**src/rtl/swc_swcore_pkg.sv**
```systemverilog
// Shared switch-core definitions: page allocator opcodes, default widths and
// the arbiter FSM state encoding.
package swc_swcore_pkg;

  localparam int c_num_ports       = 7;
  localparam int c_page_addr_width = 10;
  localparam int c_usecount_width  = 4;

  localparam logic [1:0] OP_ALLOC      = 2'b00;
  localparam logic [1:0] OP_FREE       = 2'b01;
  localparam logic [1:0] OP_SET_USECNT = 2'b10;
  localparam logic [1:0] OP_RSVD       = 2'b11;

  typedef enum logic [1:0] {
    S_IDLE = 2'd0,
    S_BUSY = 2'd1,
    S_ACK  = 2'd2
  } state_t;

  // Width of a port index; a single port still needs one bit.
  function automatic int idx_width(input int n);
    return (n > 1) ? $clog2(n) : 1;
  endfunction

endpackage

```
**src/rtl/swc_page_alloc_arbiter_if.sv**
```systemverilog
// Requester-side and allocator-side signals of the page allocation arbiter.
// Handshake: a port holds req_i (and its operands) high until its one-cycle
// req_ack_o pulse; a command strobe stays high until done_i is sampled high.
interface swc_page_alloc_arbiter_if #(
  parameter int g_num_ports       = 7,
  parameter int g_page_addr_width = 10,
  parameter int g_usecount_width  = 4
);
  logic [g_num_ports-1:0]                   req_i;
  logic [2*g_num_ports-1:0]                 req_op_i;
  logic [g_num_ports*g_page_addr_width-1:0] req_page_i;
  logic [g_num_ports*g_usecount_width-1:0]  req_usecnt_i;
  logic [g_num_ports-1:0]                   req_ack_o;
  logic [g_page_addr_width-1:0]             rsp_page_o;
  logic                                     rsp_nomem_o;

  logic                                     alloc_o;
  logic                                     free_o;
  logic                                     set_usecnt_o;
  logic [g_page_addr_width-1:0]             pg_addr_o;
  logic [g_usecount_width-1:0]              usecnt_o;
  logic                                     done_i;
  logic [g_page_addr_width-1:0]             pg_addr_alloc_i;
  logic                                     nomem_i;

  modport slave (
    input  req_i, req_op_i, req_page_i, req_usecnt_i,
    output req_ack_o, rsp_page_o, rsp_nomem_o,
    output alloc_o, free_o, set_usecnt_o, pg_addr_o, usecnt_o,
    input  done_i, pg_addr_alloc_i, nomem_i
  );

  modport master (
    output req_i, req_op_i, req_page_i, req_usecnt_i,
    input  req_ack_o, rsp_page_o, rsp_nomem_o,
    input  alloc_o, free_o, set_usecnt_o, pg_addr_o, usecnt_o,
    output done_i, pg_addr_alloc_i, nomem_i
  );
endinterface

```
**src/rtl/swc_rr_arbiter.sv**
```systemverilog
// Combinational round-robin selector: first requesting port at or above ptr,
// wrapping modulo g_num_ports.
module swc_rr_arbiter
  import swc_swcore_pkg::*;
#(
  parameter int g_num_ports = c_num_ports,
  localparam int IW = idx_width(g_num_ports)
) (
  input  logic [g_num_ports-1:0] req,
  input  logic [IW-1:0]          ptr,
  output logic [g_num_ports-1:0] grant,
  output logic [IW-1:0]          idx,
  output logic                   any
);

  logic [IW:0] pos;

  always_comb begin
    grant = '0;
    idx   = '0;
    any   = 1'b0;
    pos   = '0;
    for (int i = 0; i < g_num_ports; i++) begin
      pos = {1'b0, ptr} + (IW+1)'(i);
      if (pos >= (IW+1)'(g_num_ports)) pos = pos - (IW+1)'(g_num_ports);
      if (!any && req[pos[IW-1:0]]) begin
        any                = 1'b1;
        grant[pos[IW-1:0]] = 1'b1;
        idx                = pos[IW-1:0];
      end
    end
  end

endmodule

```
**src/rtl/swc_page_alloc_arbiter.sv**
```systemverilog
// Serialises per-port page alloc/free/set_usecnt requests onto a single page
// allocator command port, one operation at a time, in round-robin order.
module swc_page_alloc_arbiter
  import swc_swcore_pkg::*;
#(
  parameter int g_num_ports       = c_num_ports,
  parameter int g_page_addr_width = c_page_addr_width,
  parameter int g_usecount_width  = c_usecount_width
) (
  input  logic                     clk_i,
  input  logic                     rst_n_i,
  swc_page_alloc_arbiter_if.slave  bus,
  output state_t                   state_o
);

  localparam int IW = idx_width(g_num_ports);

  state_t                       state;
  logic [IW-1:0]                rr_ptr;
  logic [IW-1:0]                grant_idx;
  logic [g_num_ports-1:0]       grant_oh;

  logic [g_num_ports-1:0]       arb_grant;
  logic [IW-1:0]                arb_idx;
  logic                         arb_any;

  logic [1:0]                   sel_op;
  logic [g_page_addr_width-1:0] sel_page;
  logic [g_usecount_width-1:0]  sel_uc;

  swc_rr_arbiter #(.g_num_ports(g_num_ports)) u_rr (
    .req   (bus.req_i),
    .ptr   (rr_ptr),
    .grant (arb_grant),
    .idx   (arb_idx),
    .any   (arb_any)
  );

  // One-hot grant turns the operand pick into an AND-OR mux.
  always_comb begin
    sel_op   = '0;
    sel_page = '0;
    sel_uc   = '0;
    for (int i = 0; i < g_num_ports; i++) begin
      if (arb_grant[i]) begin
        sel_op   = sel_op   | bus.req_op_i[2*i +: 2];
        sel_page = sel_page | bus.req_page_i[i*g_page_addr_width +: g_page_addr_width];
        sel_uc   = sel_uc   | bus.req_usecnt_i[i*g_usecount_width +: g_usecount_width];
      end
    end
  end

  always_ff @(posedge clk_i or negedge rst_n_i) begin
    if (!rst_n_i) begin
      state            <= S_IDLE;
      rr_ptr           <= '0;
      grant_idx        <= '0;
      grant_oh         <= '0;
      bus.alloc_o      <= 1'b0;
      bus.free_o       <= 1'b0;
      bus.set_usecnt_o <= 1'b0;
      bus.pg_addr_o    <= '0;
      bus.usecnt_o     <= '0;
      bus.req_ack_o    <= '0;
      bus.rsp_page_o   <= '0;
      bus.rsp_nomem_o  <= 1'b0;
    end else begin
      case (state)
        S_IDLE: begin
          if (arb_any) begin
            grant_idx     <= arb_idx;
            grant_oh      <= arb_grant;
            bus.pg_addr_o <= sel_page;
            bus.usecnt_o  <= sel_uc;
            case (sel_op)
              OP_ALLOC:         bus.alloc_o      <= 1'b1;
              OP_SET_USECNT:    bus.set_usecnt_o <= 1'b1;
              OP_FREE, OP_RSVD: bus.free_o       <= 1'b1;
            endcase
            state <= S_BUSY;
          end
        end
        S_BUSY: begin
          if (bus.done_i) begin
            bus.alloc_o      <= 1'b0;
            bus.free_o       <= 1'b0;
            bus.set_usecnt_o <= 1'b0;
            bus.pg_addr_o    <= '0;
            bus.usecnt_o     <= '0;
            bus.req_ack_o    <= grant_oh;
            bus.rsp_page_o   <= bus.pg_addr_alloc_i;
            // Out-of-memory only means something for an allocation.
            bus.rsp_nomem_o  <= bus.alloc_o & bus.nomem_i;
            state            <= S_ACK;
          end
        end
        S_ACK: begin
          bus.req_ack_o   <= '0;
          bus.rsp_page_o  <= '0;
          bus.rsp_nomem_o <= 1'b0;
          rr_ptr          <= (grant_idx == IW'(g_num_ports-1)) ? '0 : grant_idx + 1'b1;
          state           <= S_IDLE;
        end
        default: state <= S_IDLE;
      endcase
    end
  end

  assign state_o = state;

endmodule
```
**src/flat_wrapper.sv**
```systemverilog
// flat-port wrapper written by rule: the top's interface ports become plain ports
module swc_page_alloc_arbiter_flat import swc_swcore_pkg::*;
#(
  parameter int g_num_ports       = c_num_ports,
  parameter int g_page_addr_width = c_page_addr_width,
  parameter int g_usecount_width  = c_usecount_width
)
  (clk_i, rst_n_i, state_o, bus_req_i, bus_req_op_i, bus_req_page_i, bus_req_usecnt_i, bus_req_ack_o, bus_rsp_page_o, bus_rsp_nomem_o, bus_alloc_o, bus_free_o, bus_set_usecnt_o, bus_pg_addr_o, bus_usecnt_o, bus_done_i, bus_pg_addr_alloc_i, bus_nomem_i);
  swc_page_alloc_arbiter_if #(.g_num_ports(g_num_ports), .g_page_addr_width(g_page_addr_width), .g_usecount_width(g_usecount_width)) bus_i ();
  input  logic clk_i;
  input  logic rst_n_i;
  output state_t state_o;
  input wire logic [$bits(bus_i.req_i)-1:0] bus_req_i;
  input wire logic [$bits(bus_i.req_op_i)-1:0] bus_req_op_i;
  input wire logic [$bits(bus_i.req_page_i)-1:0] bus_req_page_i;
  input wire logic [$bits(bus_i.req_usecnt_i)-1:0] bus_req_usecnt_i;
  output wire logic [$bits(bus_i.req_ack_o)-1:0] bus_req_ack_o;
  output wire logic [$bits(bus_i.rsp_page_o)-1:0] bus_rsp_page_o;
  output wire logic [$bits(bus_i.rsp_nomem_o)-1:0] bus_rsp_nomem_o;
  output wire logic [$bits(bus_i.alloc_o)-1:0] bus_alloc_o;
  output wire logic [$bits(bus_i.free_o)-1:0] bus_free_o;
  output wire logic [$bits(bus_i.set_usecnt_o)-1:0] bus_set_usecnt_o;
  output wire logic [$bits(bus_i.pg_addr_o)-1:0] bus_pg_addr_o;
  output wire logic [$bits(bus_i.usecnt_o)-1:0] bus_usecnt_o;
  input wire logic [$bits(bus_i.done_i)-1:0] bus_done_i;
  input wire logic [$bits(bus_i.pg_addr_alloc_i)-1:0] bus_pg_addr_alloc_i;
  input wire logic [$bits(bus_i.nomem_i)-1:0] bus_nomem_i;
  assign bus_i.req_i = bus_req_i;
  assign bus_i.req_op_i = bus_req_op_i;
  assign bus_i.req_page_i = bus_req_page_i;
  assign bus_i.req_usecnt_i = bus_req_usecnt_i;
  assign bus_req_ack_o = bus_i.req_ack_o;
  assign bus_rsp_page_o = bus_i.rsp_page_o;
  assign bus_rsp_nomem_o = bus_i.rsp_nomem_o;
  assign bus_alloc_o = bus_i.alloc_o;
  assign bus_free_o = bus_i.free_o;
  assign bus_set_usecnt_o = bus_i.set_usecnt_o;
  assign bus_pg_addr_o = bus_i.pg_addr_o;
  assign bus_usecnt_o = bus_i.usecnt_o;
  assign bus_i.done_i = bus_done_i;
  assign bus_i.pg_addr_alloc_i = bus_pg_addr_alloc_i;
  assign bus_i.nomem_i = bus_nomem_i;
  swc_page_alloc_arbiter #(.g_num_ports(g_num_ports), .g_page_addr_width(g_page_addr_width), .g_usecount_width(g_usecount_width)) u_core (.clk_i(clk_i), .rst_n_i(rst_n_i), .bus(bus_i), .state_o(state_o));
endmodule
```
**config.mk**
```make
export PLATFORM = sky130hd
export DESIGN_NAME = swc_page_alloc_arbiter_flat
export DESIGN_NICKNAME = d
export VERILOG_FILES = /design/src/rtl/swc_swcore_pkg.sv /design/src/rtl/swc_page_alloc_arbiter_if.sv /design/src/rtl/swc_rr_arbiter.sv /design/src/rtl/swc_page_alloc_arbiter.sv /design/src/flat_wrapper.sv
export SDC_FILE = /design/constraint.sdc
export NUM_CORES = 1
export LEC_CHECK = 0
export CORE_UTILIZATION = 59
export CTS_BUF_LIST = sky130_fd_sc_hd__clkbuf_8 sky130_fd_sc_hd__clkbuf_16
export DETAILED_ROUTE_END_ITERATION = 7
export DONT_BUFFER_PORTS = 1
export PLACE_DENSITY = 0.78
export REMOVE_ABC_BUFFERS = 1
export SLEW_MARGIN = 20
export SYNTH_ARGS = -nofsm -noshare
export SYNTH_HDL_FRONTEND = slang
export SYNTH_SLANG_ARGS = --single-unit
```
**constraint.sdc**
```tcl
create_clock -name clk_i -period 4.15 [get_ports clk_i]
set_clock_uncertainty 0.05 [all_clocks]
set_input_delay 1.245 -clock clk_i [delete_from_list [all_inputs] [get_ports clk_i]]
set_output_delay 1.245 -clock clk_i [all_outputs]
set_load 0.02 [all_outputs]
```
==> results of run 1 <==
## routing by layer
layer	GRT usage [%]	vias to the layer above	share of wire (%)
met5	0	-	0
met4	17.2	0	5.3
met3	7.81	105	11
met2	65.8	465	48
met1	49.6	2730	37
li1	-	2456	-
## layout by cell type, fill, tap and decap left out, types with 11 or more instances in the layout
cell	synthesis	routed
nand2b_1	11	11
a22oi_1	29	28
nand2_1	80	78
nor2_1	29	29
a31o_2	14	14
nand3_1	31	31
a31oi_1	20	19
a21oi_1	19	17
o21ai_0	17	14
dfrtp_1	50	48
buf_4	1	87
a222oi_1	16	16
mux2i_1	16	13
## through the flow
stage               setup TNS [ps]  utilization [%]  setup WS [ps]
finish                        -179             75.3          -57.1
global route                 -1530             75.3           -136
CTS                              0             69.8           2.57
detailed placement            -216             68.2          -68.3
global placement             -3.38             68.2          -3.38
floorplan                   -39410                -          -1780
## logic make-up after synthesis
| family | count (synthesis) | synth area share, % |
|---|---|---|
| AO/OA/AOI/OAI | 211 | 33.7 |
| AND/OR/NAND/NOR | 229 | 23.9 |
| flip-flops | 50 | 24.7 |
| XOR/XNOR | 4 | 1.06 |
| multiplexers | 29 | 6.62 |
| buffers and inverters | 60 | 6.62 |
| adder cells (fa/ha/maj) | 13 | 3.36 |
## timing repair
action                     in CTS  in global routing
gates resized for setup         7                 56
setup endpoints to repair      20                 25
gates cloned                    0                  3
pin swaps                       3                 50
setup buffers                   1                 19
## final timing paths
| path | start | to | slack [ps] | cells past startpoint |
|---|---|---|---|---|
| max | u_core.rr_ptr[0] | u_core.bus.alloc_o | -60 | 17 |
| min | u_core.grant_oh[0] | u_core.bus.req_ack_o[0] | 430 | 2 |
| max reg2reg | u_core.rr_ptr[0] | u_core.bus.alloc_o | -60 | 17 |
| min reg2reg | u_core.grant_oh[0] | u_core.bus.req_ack_o[0] | 430 | 2 |
| max in group asynchronous | rst_n_i | u_core.bus.usecnt_o[1] | 3390 | 0 |
| min in group asynchronous | rst_n_i | u_core.bus.rsp_page_o[8] | 540 | 0 |
## state kept, by name, summed over array words and instances (netlist names)
name / flops
u_core.bus.pg_addr_o: 10
u_core.rr_ptr: 3
u_core.grant_idx: 3
u_core.bus.rsp_nomem_o: 1
u_core.bus.usecnt_o: 4
u_core.bus.set_usecnt_o: 1
u_core.state_o: 2
u_core.bus.alloc_o: 1
u_core.bus.rsp_page_o: 10
u_core.bus.free_o: 1
u_core.bus.req_ack_o: 7
u_core.grant_oh: 7
## critical path: stages, from the launching register on
cell and delay (ps):
dfrtp_2 490, ha_4 180, inv_1 80, fa_2 480
buf_6 150, or3_4 370, a21oi_2 130, a311o_1 140
nor4b_4 510, nand4_1 290, buf_4 230, o311ai_4 290
buf_4 180, buf_12 120, a222oi_1 90, nand3_2 110
buf_4 110, o21ai_1 50
## final cells by class
cell class / count / share of cell area (%)
well taps: 105 / 2.11
diodes: 1 / 0.0402
clock buffers: 5 / 1.11
flip-flops and latches: 50 / 20.2
clock inverters: 3 / 0.382
multi-input cells: 486 / 60.0
repair inverters: 1 / 0.0805
repair buffers: 105 / 15.2
inverters: 14 / 0.966
==> results summary, run 1 <==
Of all cell types, the one taking the most synthesized area is dfrtp_1. The highest clock frequency the design can meet is 238 MHz. The signal arrival time at the worst endpoint came out at approximately 4400 ps.

The final worst-path cycle share came out at 101%. The commonest cells after synthesis are nand2_1, dfrtp_1, nand3_1, a22oi_1, nor2_1. The class of the tightest hold or removal check is flip-flop to flip-flop. The last weighted congestion value of the routability-driven placer is 0.970.

The final hold violation count came out at 0. The number of optimization iterations in the first detailed-route pass is 7. The worst-case clock buffer depth came out at 2. The count of nets left with antenna violations after detail routing came out at 0. The final hold slack came out at 430 ps. The floorplan die height came out at 94.6 um. The routed length per instance is ~25 um. The sum of net half-perimeters after detailed placement is 13800 um. The number of port buffers is 0.

The slack of the critical path is -57.1 ps. Ranked by total cell area, the synthesized netlist is headed by dfrtp_1, nand2_1, a22oi_1. The via count of the first global-routing pass was between 5000 and 6000. The worst-skew pair later-pin latency is 330 ps.

The area of the die came out at a little under 0.009 mm2. The number of warnings printed during yosys synthesis is 0. In this run, synthesis inferred 0 flip-flops with an integrated enable. The number of clock sinks came out at 50. Along the worst path, the maximum fanout reaches 8. The kind of critical path is flip-flop to flip-flop. The detailed-route vias per instance is 7.48. The final reports fail on setup timing. The tree is rooted in a clkbuf_8. The number of distinct standard cells referenced by the synthesized netlist is about 110.

The H-tree was split into 2 levels. The number of I/O pins is 170. The maximum number of pins on one net before global-route repair came out at between 50 and 60. Setup violations remaining at the end of the flow were counted as 6. The worst setup path is captured at a flip-flop.

In this run, placement finished with an instance count of 739. The number of storage elements in the synthesis netlist is 50. The minimum clock period after layout is 4210 ps.

Across the run, the number of max-cap violations was 0. The total area inside the core boundary comes to 0.00826 mm2. The detailed router finished its first iteration with 706 violations. The async set-or-reset flop fraction in the synthesized netlist came out at 100%. The post-route cell area came out at 0.00622 mm2. Setup repair after global routing could not meet its margin everywhere.

The filler cell count in the final layout came out at 600. The finished layout holds 770 standard cells, fillers aside. The multi-input combinational cell area is 0.00373 mm2. The run finished, with violations left.

At the pin with the least slew margin, the transition time is 929 ps. The per-instance average area after synthesis is approximately 8.5 um2. The horizontal die dimension came out at 94.6 um. The sequential cell area fraction in the yosys report is about a quarter. The number of core rows is 33. The number of clock buffers added by TritonCTS is 5. The combined flip-flop and latch cell area came out at 0.00125 mm2.

The post-synthesis instance area is 0.00506 mm2. The residual overflow from global routing is 0. STA puts the critical path data required time at 4310 ps. Yosys instantiated no cell more often than nand2_1. The startpoint type of the worst setup path is a flip-flop. The top cell type's share of synthesized area came out at 24.7%. The primary flip-flop cell chosen by synthesis mapping is dfrtp_1. The gate count after technology mapping came out at 596.

Clock-pin slew was measured on the worst setup and hold paths at 120 ps. The post-place instance area came out at 0.00563 mm2. The effective utilization at floorplan is 61.3%.

The first global-routing pass estimated 26900 um of wire. The via count came out at approximately 5800. The combined global-route utilization of all metal layers is 39.6%. The worst pin sits at a relative slew slack of 38.1%.

The initial antenna violation count came out at 1. Of the cells placed in the final design, the portion with a size suffix greater than 1 is around 32%. The number of max-slew violations in the final report is 0. For this block, the routed nets add up to 19200 um of wire. TritonCTS built the clock tree.

The detailed-route DRC error count is 0. The count of hold-fix buffers inserted at cts came out at 0. The area growth from synthesis to layout came out at 22.9%. The final layout net count came out at between 800 and 900.
Power of run 1 is left out: the tool's default activity adds up to more than one toggle a clock period on the data nets, which glitch-free logic cannot reach.
==> run 2, diff against run 1 <==
--- a/config.mk
+++ b/config.mk
@@ -5,11 +5,10 @@
 export SDC_FILE = /design/constraint.sdc
 export NUM_CORES = 1
 export LEC_CHECK = 0
-export CORE_UTILIZATION = 59
+export CORE_UTILIZATION = 40
 export CTS_BUF_LIST = sky130_fd_sc_hd__clkbuf_8 sky130_fd_sc_hd__clkbuf_16
 export DETAILED_ROUTE_END_ITERATION = 7
 export DONT_BUFFER_PORTS = 1
-export PLACE_DENSITY = 0.78
 export REMOVE_ABC_BUFFERS = 1
 export SLEW_MARGIN = 20
 export SYNTH_ARGS = -nofsm -noshare
==> constraint.sdc (replaced) <==
create_clock -name clk_i -period 4.79 [get_ports clk_i]
set_clock_uncertainty 0.05 [all_clocks]
set_input_delay 1.437 -clock clk_i [delete_from_list [all_inputs] [get_ports clk_i]]
set_output_delay 1.437 -clock clk_i [all_outputs]
set_load 0.02 [all_outputs]
==> results summary, run 2 (synthesis results as in run 1) <==
The capture endpoint of the worst hold path was u_core.bus.req_ack_o[6] (was u_core.bus.req_ack_o[0]). The floorplan die height was 115 um (was 94.6 um). The number of max-cap violations came out at 0 (unchanged). The global-route track usage on met1 came out at 38.1% (was 49.6%). The detailed-route vias per instance came out at 6.69 (was 7.48). The minimum clock period after layout came out at 4700 ps (was 4210 ps). The worst hold path cell count is 2 (unchanged). The worst-skew pair later-pin latency came out at 290 ps (was 330 ps). The wire length of the first global-routing pass is 28000 um (was 26900 um). The number of optimization iterations in the first detailed-route pass is 8 (was 7). Critical-path cell list: buf_4 > clkinv_1 > ha_2 > o21ai_0 > a2111o_1 > a211o_1 > o21ai_4 > nor4b_4 > buf_4 > o211a_1 > a311oi_1 > o211ai_2 > buf_4 > a222oi_1 > a31oi_1 > a31o_2 (was ha_4 > inv_1 > fa_2 > buf_6 > or3_4 > a21oi_2 > a311o_1 > nor4b_4 > nand4_1 > buf_4 > o311ai_4 > buf_4 > buf_12 > a222oi_1 > nand3_2 > buf_4 > o21ai_1). The total length of routed wires was 18200 um (was 19200 um). The setup-violating endpoint count in the final report came out at 0 (was 6). The via count came out at 5121 (was 5756).

The largest delay contributor family on the critical path is compound AO/OA/AOI/OAI gates (was simple AND/OR/NAND/NOR gates). The worst path required time is 4920 ps (was 4310 ps). The horizontal die dimension came out at 115 um (was 94.6 um). The via count of the first global-routing pass came to 4876 (was 5107).

The last weighted congestion value of the routability-driven placer came out at 0.980 (was 0.970). The signal arrival time at the worst endpoint came out at 4830 ps (was 4360 ps). The residual overflow from global routing came out at 0 (unchanged).

The worst slew margin relative to its limit was 44.4% (was 38.1%). The number of inserted diodes came to 0 (was 1). The maximum number of pins on one net before global-route repair is 51 (unchanged). The number of max-slew violations in the final report is 0 (unchanged). The routed length per instance was 23.8 um (was 24.9 um). The area of the die was 0.0131 mm2 (was 0.00895 mm2). The largest stage delay on the critical path is 530 ps (was 510 ps).

The number of core rows came out at 40 (was 33). The global-route track usage on met3 is 4.71% (was 7.81%). The cell occurring most often along the worst timing path is buf_4 (unchanged).

The slack of the critical path is 91.0 ps (was -57.1 ps). The clock transition at the register clock pins on the worst setup and hold paths after CTS came out at 70 ps (was 120 ps). The class of the tightest hold or removal check is flip-flop to flip-flop (unchanged). The detailed-route DRC error count came out at 0 (unchanged). The critical-path cell with the highest stage delay is a2111o_1 (was nor4b_4).

The area growth from synthesis to layout is 8.45% (was 22.9%). Outcome: finished, final reports clean (was finished, violations left). The number of I/O pins came to 170 (unchanged).

The largest fanout on the critical path came out at 12 (was 8). The worst reg-to-reg setup slack is 90 ps (was -60 ps). The worst-case clock buffer depth is 2 (unchanged).

The sort of element at the end of the critical path is a flip-flop (unchanged). The logic depth of the worst register-to-register path is 16 (was 17). The initial antenna violation count came out at 0 (was 1). The hold path startpoint is u_core.grant_oh[6] (was u_core.grant_oh[0]).

The deepest level of the CTS H-tree is 2 (unchanged). The core area is 0.0122 mm2 (was 0.00826 mm2). The kind of critical path is flip-flop to flip-flop (unchanged). The final worst-path cycle share came out at 98.1% (was 101%). Registers with the highest flip-flop counts: u_core.bus.pg_addr_o: 10 flops, u_core.bus.rsp_page_o: 10 flops (unchanged). Highest-count cells in the layout ignoring fill and taps: nand2_1, dfrtp_1, buf_4, nand3_1 (was buf_4, nand2_1, dfrtp_1, nand3_1, nor2_1). The combined global-route utilization of all metal layers was 27.9% (was 39.6%). The number of clock sinks came out at 50 (unchanged).

The final layout net count is 744 (was 809). The met2 routing resource usage after global routing is 44.6% (was 65.8%). The startpoint type of the worst setup path is a flip-flop (unchanged). The number of port buffers came out at 0 (unchanged).

The TritonCTS buffer count came to 5 (unchanged). The number of DRC markers in iteration 0 is 513 (was 706). The layout cell share with drive strength beyond 1 came out at 19.7% (was 32.1%). The root cell of the clock tree is clkbuf_16 (was clkbuf_8). The worst setup path startpoint was u_core.rr_ptr[0] (unchanged). The most common cell after layout, fill and taps aside is nand2_1 (was buf_4). The endpoint of the worst-slack reg-to-reg timing path is u_core.bus.pg_addr_o[4] (was u_core.bus.alloc_o). The worst-case setup slack after placement is 89.5 ps (was -68.3 ps). The pin slew with the least headroom to its limit is 834 ps (was 929 ps). The TritonCTS clock tree was yes (unchanged). The most crowded layer after global routing is met2 (unchanged).

The beginning of the worst register-to-register path is u_core.rr_ptr[0] (unchanged). The total buffers and inverters traversed by the critical path came to 4 (was 6). The final hold violation count is 0 (unchanged). The sum of net half-perimeters after detailed placement is 13800 um (about the same). The effective utilization at floorplan came out at 41.6% (was 61.3%). The highest clock frequency the design can meet is 213 MHz (was 238 MHz).

The count of nets left with antenna violations after detail routing came out at 0 (unchanged). The filler cell count in the final layout came out at 1196 (was 600).
-- run 2: cell count changes in the layout (fill, tap and decap cells not counted), moves of 4 or more --
cell / change
ha_4: -5
nor3b_2: -4
buf_4: -47
buf_12: -6
buf_6: -9
clkbuf_8: -5
ha_1: +5
nor3b_1: +4
-- run 2: worst min-delay path, delay by kind of cell, from the launching register on --
kind,cells,cell delay [ps]
flip-flops,1,350
AND/OR/NAND/NOR,2,100
-- run 2: routing by layer --
metal / share of wire (%) / up-vias
met5: 0 / -
met2: 46 / 307
met4: 2.9 / 0
met3: 8.2 / 34
met1: 42 / 2469
li1: - / 2311
-- run 2: final cells by class --
| type | count | area (um2) | share of cell area (%) |
|---|---|---|---|
| Multi-Input combinational cell | 486 | 3510 | 63.9 |
| Sequential cell | 50 | 1250 | 22.8 |
| Timing Repair Buffer | 41 | 320 | 5.83 |
| Tap cell | 168 | 210 | 3.83 |
| Clock buffer | 5 | 125 | 2.28 |
| Inverter | 14 | 60.1 | 1.09 |
| Clock inverter | 2 | 15.0 | 0.273 |
-- run 2: through the flow --
| stage | cells | util [%] | hold WS (ps) | setup TNS, ps | instance area (um2) |
|---|---|---|---|---|---|
| 2_1_floorplan | 550 | - | 383 | -21590 | 4780 |
| 6_report | 766 | 45.1 | 427 | 0 | 5490 |
| 4_1_cts | 760 | 44.4 | 425 | 0 | 5410 |
| 3_5_place_dp | 753 | 43.3 | 404 | 0 | 5270 |
| 5_1_grt | 766 | 45.1 | 447 | -4.49 | 5490 |
| 3_3_place_gp | 753 | 43.3 | 396 | 0 | 5270 |
-- run 2: how the worst max path moves through the flow --
stage	slack, ps	endpoint	cells past startpoint
floorplan	-1140	u_core.grant_oh[1]	12
global placement	160	u_core.bus.set_usecnt_o	15
detailed placement	90	u_core.bus.set_usecnt_o	15
CTS	70	u_core.bus.set_usecnt_o	15
global route	-4	u_core.bus.set_usecnt_o	15
finish	90	u_core.bus.pg_addr_o[4]	16
-- run 2: timing repair --
action	4_1_cts	5_1_grt
setup buffers	0	6
hold buffers	0	0
resized for setup	0	11
setup endpoints to repair	0	25
Power of run 2 is left out for the same reason.
==> run 3, diff against run 2 <==
--- a/config.mk
+++ b/config.mk
@@ -10,6 +10,7 @@
 export DETAILED_ROUTE_END_ITERATION = 7
 export DONT_BUFFER_PORTS = 1
 export REMOVE_ABC_BUFFERS = 1
+export SKIP_CTS_REPAIR_TIMING = 1
 export SLEW_MARGIN = 20
 export SYNTH_ARGS = -nofsm -noshare
 export SYNTH_HDL_FRONTEND = slang
==> constraint.sdc (replaced) <==
create_clock -name clk_i -period 4.3 [get_ports clk_i]
set_clock_uncertainty 0.05 [all_clocks]
set_input_delay 1.29 -clock clk_i [delete_from_list [all_inputs] [get_ports clk_i]]
set_output_delay 1.29 -clock clk_i [all_outputs]
set_load 0.02 [all_outputs]
==> results summary, run 3 (synthesis results as in run 1) <==
The critical path capture point is u_core.bus.pg_addr_o[3] (was u_core.bus.pg_addr_o[4]). The last weighted congestion value of the routability-driven placer came out at 0.949 (was 0.980). The routed length on met1 came out at 8040 um (was 7720 um). The count of nets left with antenna violations after detail routing came out at 0 (unchanged). The final non-filler cell total was 823 (was 766).

The number of I/O pins came out at 170 (unchanged). The TritonCTS buffer count was 5 (unchanged). The most common cell after layout, fill and taps aside is buf_4 (was nand2_1). The sum of net half-perimeters after detailed placement is 13900 um (was 13800 um).

The deepest level of the CTS H-tree is 2 (unchanged). The worst path required time is 4430 ps (was 4920 ps). The logic depth of the worst register-to-register path came out at 17 (was 16).

The hold path startpoint is u_core.grant_oh[1] (was u_core.grant_oh[6]). The startpoint type of the worst setup path was a flip-flop (unchanged). The pin slew with the least headroom to its limit came to 914 ps (was 834 ps).

The number of port buffers is 0 (unchanged). The top layer used by detailed routing was met4 (unchanged). The area growth from synthesis to layout came out at 19.6% (was 8.45%). The minimum clock period after layout is 4190 ps (was 4700 ps).

The clock transition at the register clock pins on the worst setup and hold paths after CTS is 70 ps (about the same). The slack of the critical path came out at 106 ps (was 91.0 ps). The root cell of the clock tree is clkbuf_16 (unchanged). The worst reg-to-reg setup slack was 110 ps (was 90 ps). The final worst-path cycle share is 97.5% (was 98.1%). The number of max-slew violations in the final report came to 0 (unchanged). The class of the tightest hold or removal check was flip-flop to flip-flop (unchanged).

The signal arrival time at the worst endpoint came out at 4330 ps (was 4830 ps). The initial antenna violation count was 0 (unchanged). The highest clock frequency the design can meet was 238 MHz (was 213 MHz).

The endpoint of the worst-slack reg-to-reg timing path is u_core.bus.pg_addr_o[3] (was u_core.bus.pg_addr_o[4]). The worst slew margin relative to its limit came to 39.0% (was 44.4%). The via count of the first global-routing pass came out at 5001 (was 4876). Highest-count cells in the layout ignoring fill and taps: buf_4, nand2_1, dfrtp_1, nand3_1 (was nand2_1, dfrtp_1, buf_4, nand3_1). The met2 layer wire length in the routed design came out at 8580 um (was 8470 um). The detailed-route vias per instance is 6.49 (was 6.69). Registers with the highest flip-flop counts: u_core.bus.pg_addr_o: 10 flops, u_core.bus.rsp_page_o: 10 flops (unchanged). The effective utilization at floorplan is 41.6% (unchanged). Setup repair after global routing could not meet its margin everywhere. The number of max-cap violations is 0 (unchanged). The worst-case setup slack after placement is -123 ps (was 89.5 ps).

The worst-skew pair later-pin latency was 290 ps (about the same). The number of placed cells counting well taps is 802 (was 753). The worst-case clock buffer depth came out at 2 (unchanged). The routed length per instance is 22.3 um (was 23.8 um). The detailed-route DRC error count is 0 (unchanged). The number of inserted diodes came out at 0 (unchanged). The layout cell share with drive strength beyond 1 was 29.0% (was 19.7%). The final hold violation count was 0 (unchanged).

The floorplan die height came out at 115 um (unchanged). The final layout net count is 800 (was 744). The sort of element at the end of the critical path is a flip-flop (unchanged). The area of the die is 0.0131 mm2 (unchanged). The number of optimization iterations in the first detailed-route pass is 6 (was 8).

The residual overflow from global routing came out at 0 (unchanged). The largest fanout on the critical path came out at 7 (was 12). The utilization after layout came out at 49.8% (was 45.1%). The combined global-route utilization of all metal layers is 27.5% (was 27.9%). The via count came out at 5338 (was 5121).

The horizontal die dimension was 115 um (unchanged). The setup-violating endpoint count in the final report is 0 (unchanged). The worst setup path startpoint is u_core.rr_ptr[1] (was u_core.rr_ptr[0]).

The kind of critical path is flip-flop to flip-flop (unchanged). The number of clock sinks is 50 (unchanged). The number of DRC markers in iteration 0 is 535 (was 513). The number of core rows is 40 (unchanged). The combined flip-flop and latch cell area is 0.00125 mm2 (about the same).

The maximum number of pins on one net before global-route repair came out at 51 (unchanged). The filler cell count in the final layout was 1168 (was 1196). The core area was 0.0122 mm2 (unchanged). The wire length of the first global-routing pass was 27900 um (was 28000 um). The total length of routed wires is 18300 um (was 18200 um). The multi-input combinational cell area came out at 0.00360 mm2 (was 0.00351 mm2).

The beginning of the worst register-to-register path is u_core.rr_ptr[1] (was u_core.rr_ptr[0]). The TritonCTS clock tree was yes (unchanged). Outcome: finished, final reports clean (unchanged). The met3 layer wire length in the routed design is 1250 um (was 1500 um).
run 3: through the flow:
step                hold slack, ps  TNS, ps  area, um2
floorplan                      383   -35210       4780
global placement               399     -212       5650
detailed placement             405     -740       5650
CTS                            425    -1450       5810
global route                   455    -94.6       6050
finish                         421        0       6050
run 3: final cells by class:
| type | instances | area share [%] |
|---|---|---|
| tap | 168 | 3.47 |
| clock inverter | 3 | 0.682 |
| multi-input combinational | 486 | 59.5 |
| clock buffer | 5 | 2.07 |
| timing repair buffer | 97 | 12.6 |
| inverter | 14 | 0.930 |
| sequential | 50 | 20.7 |
run 3: worst min path at each step:
stage,cells past startpoint,end
floorplan,2,u_core.bus.req_ack_o[0]
global placement,2,u_core.bus.req_ack_o[2]
detailed placement,2,u_core.bus.req_ack_o[1]
CTS,2,u_core.bus.req_ack_o[1]
global route,2,u_core.bus.req_ack_o[4]
finish,2,u_core.bus.req_ack_o[1]
run 3: metal layers:
metal / GRT usage (%) / up-vias
met5: 0 / -
met1: 39.5 / 2588
li1: - / 2440
met4: 7.62 / 0
met3: 2.91 / 32
met2: 43.7 / 278
run 3: critical path, stage by stage, from the launching register on:
cell      delay [ps]
dfrtp_1          380
buf_4            140
ha_2             180
ha_4             260
buf_4            150
a21o_1           200
mux2i_4          160
mux2i_1          230
o21bai_2         110
buf_4            170
o211ai_1         300
o32ai_2          160
a311oi_2         360
o211ai_2         220
buf_6            180
a222oi_1         400
a31oi_1          180
a31o_2           240
Power of run 3 is left out for the same reason.
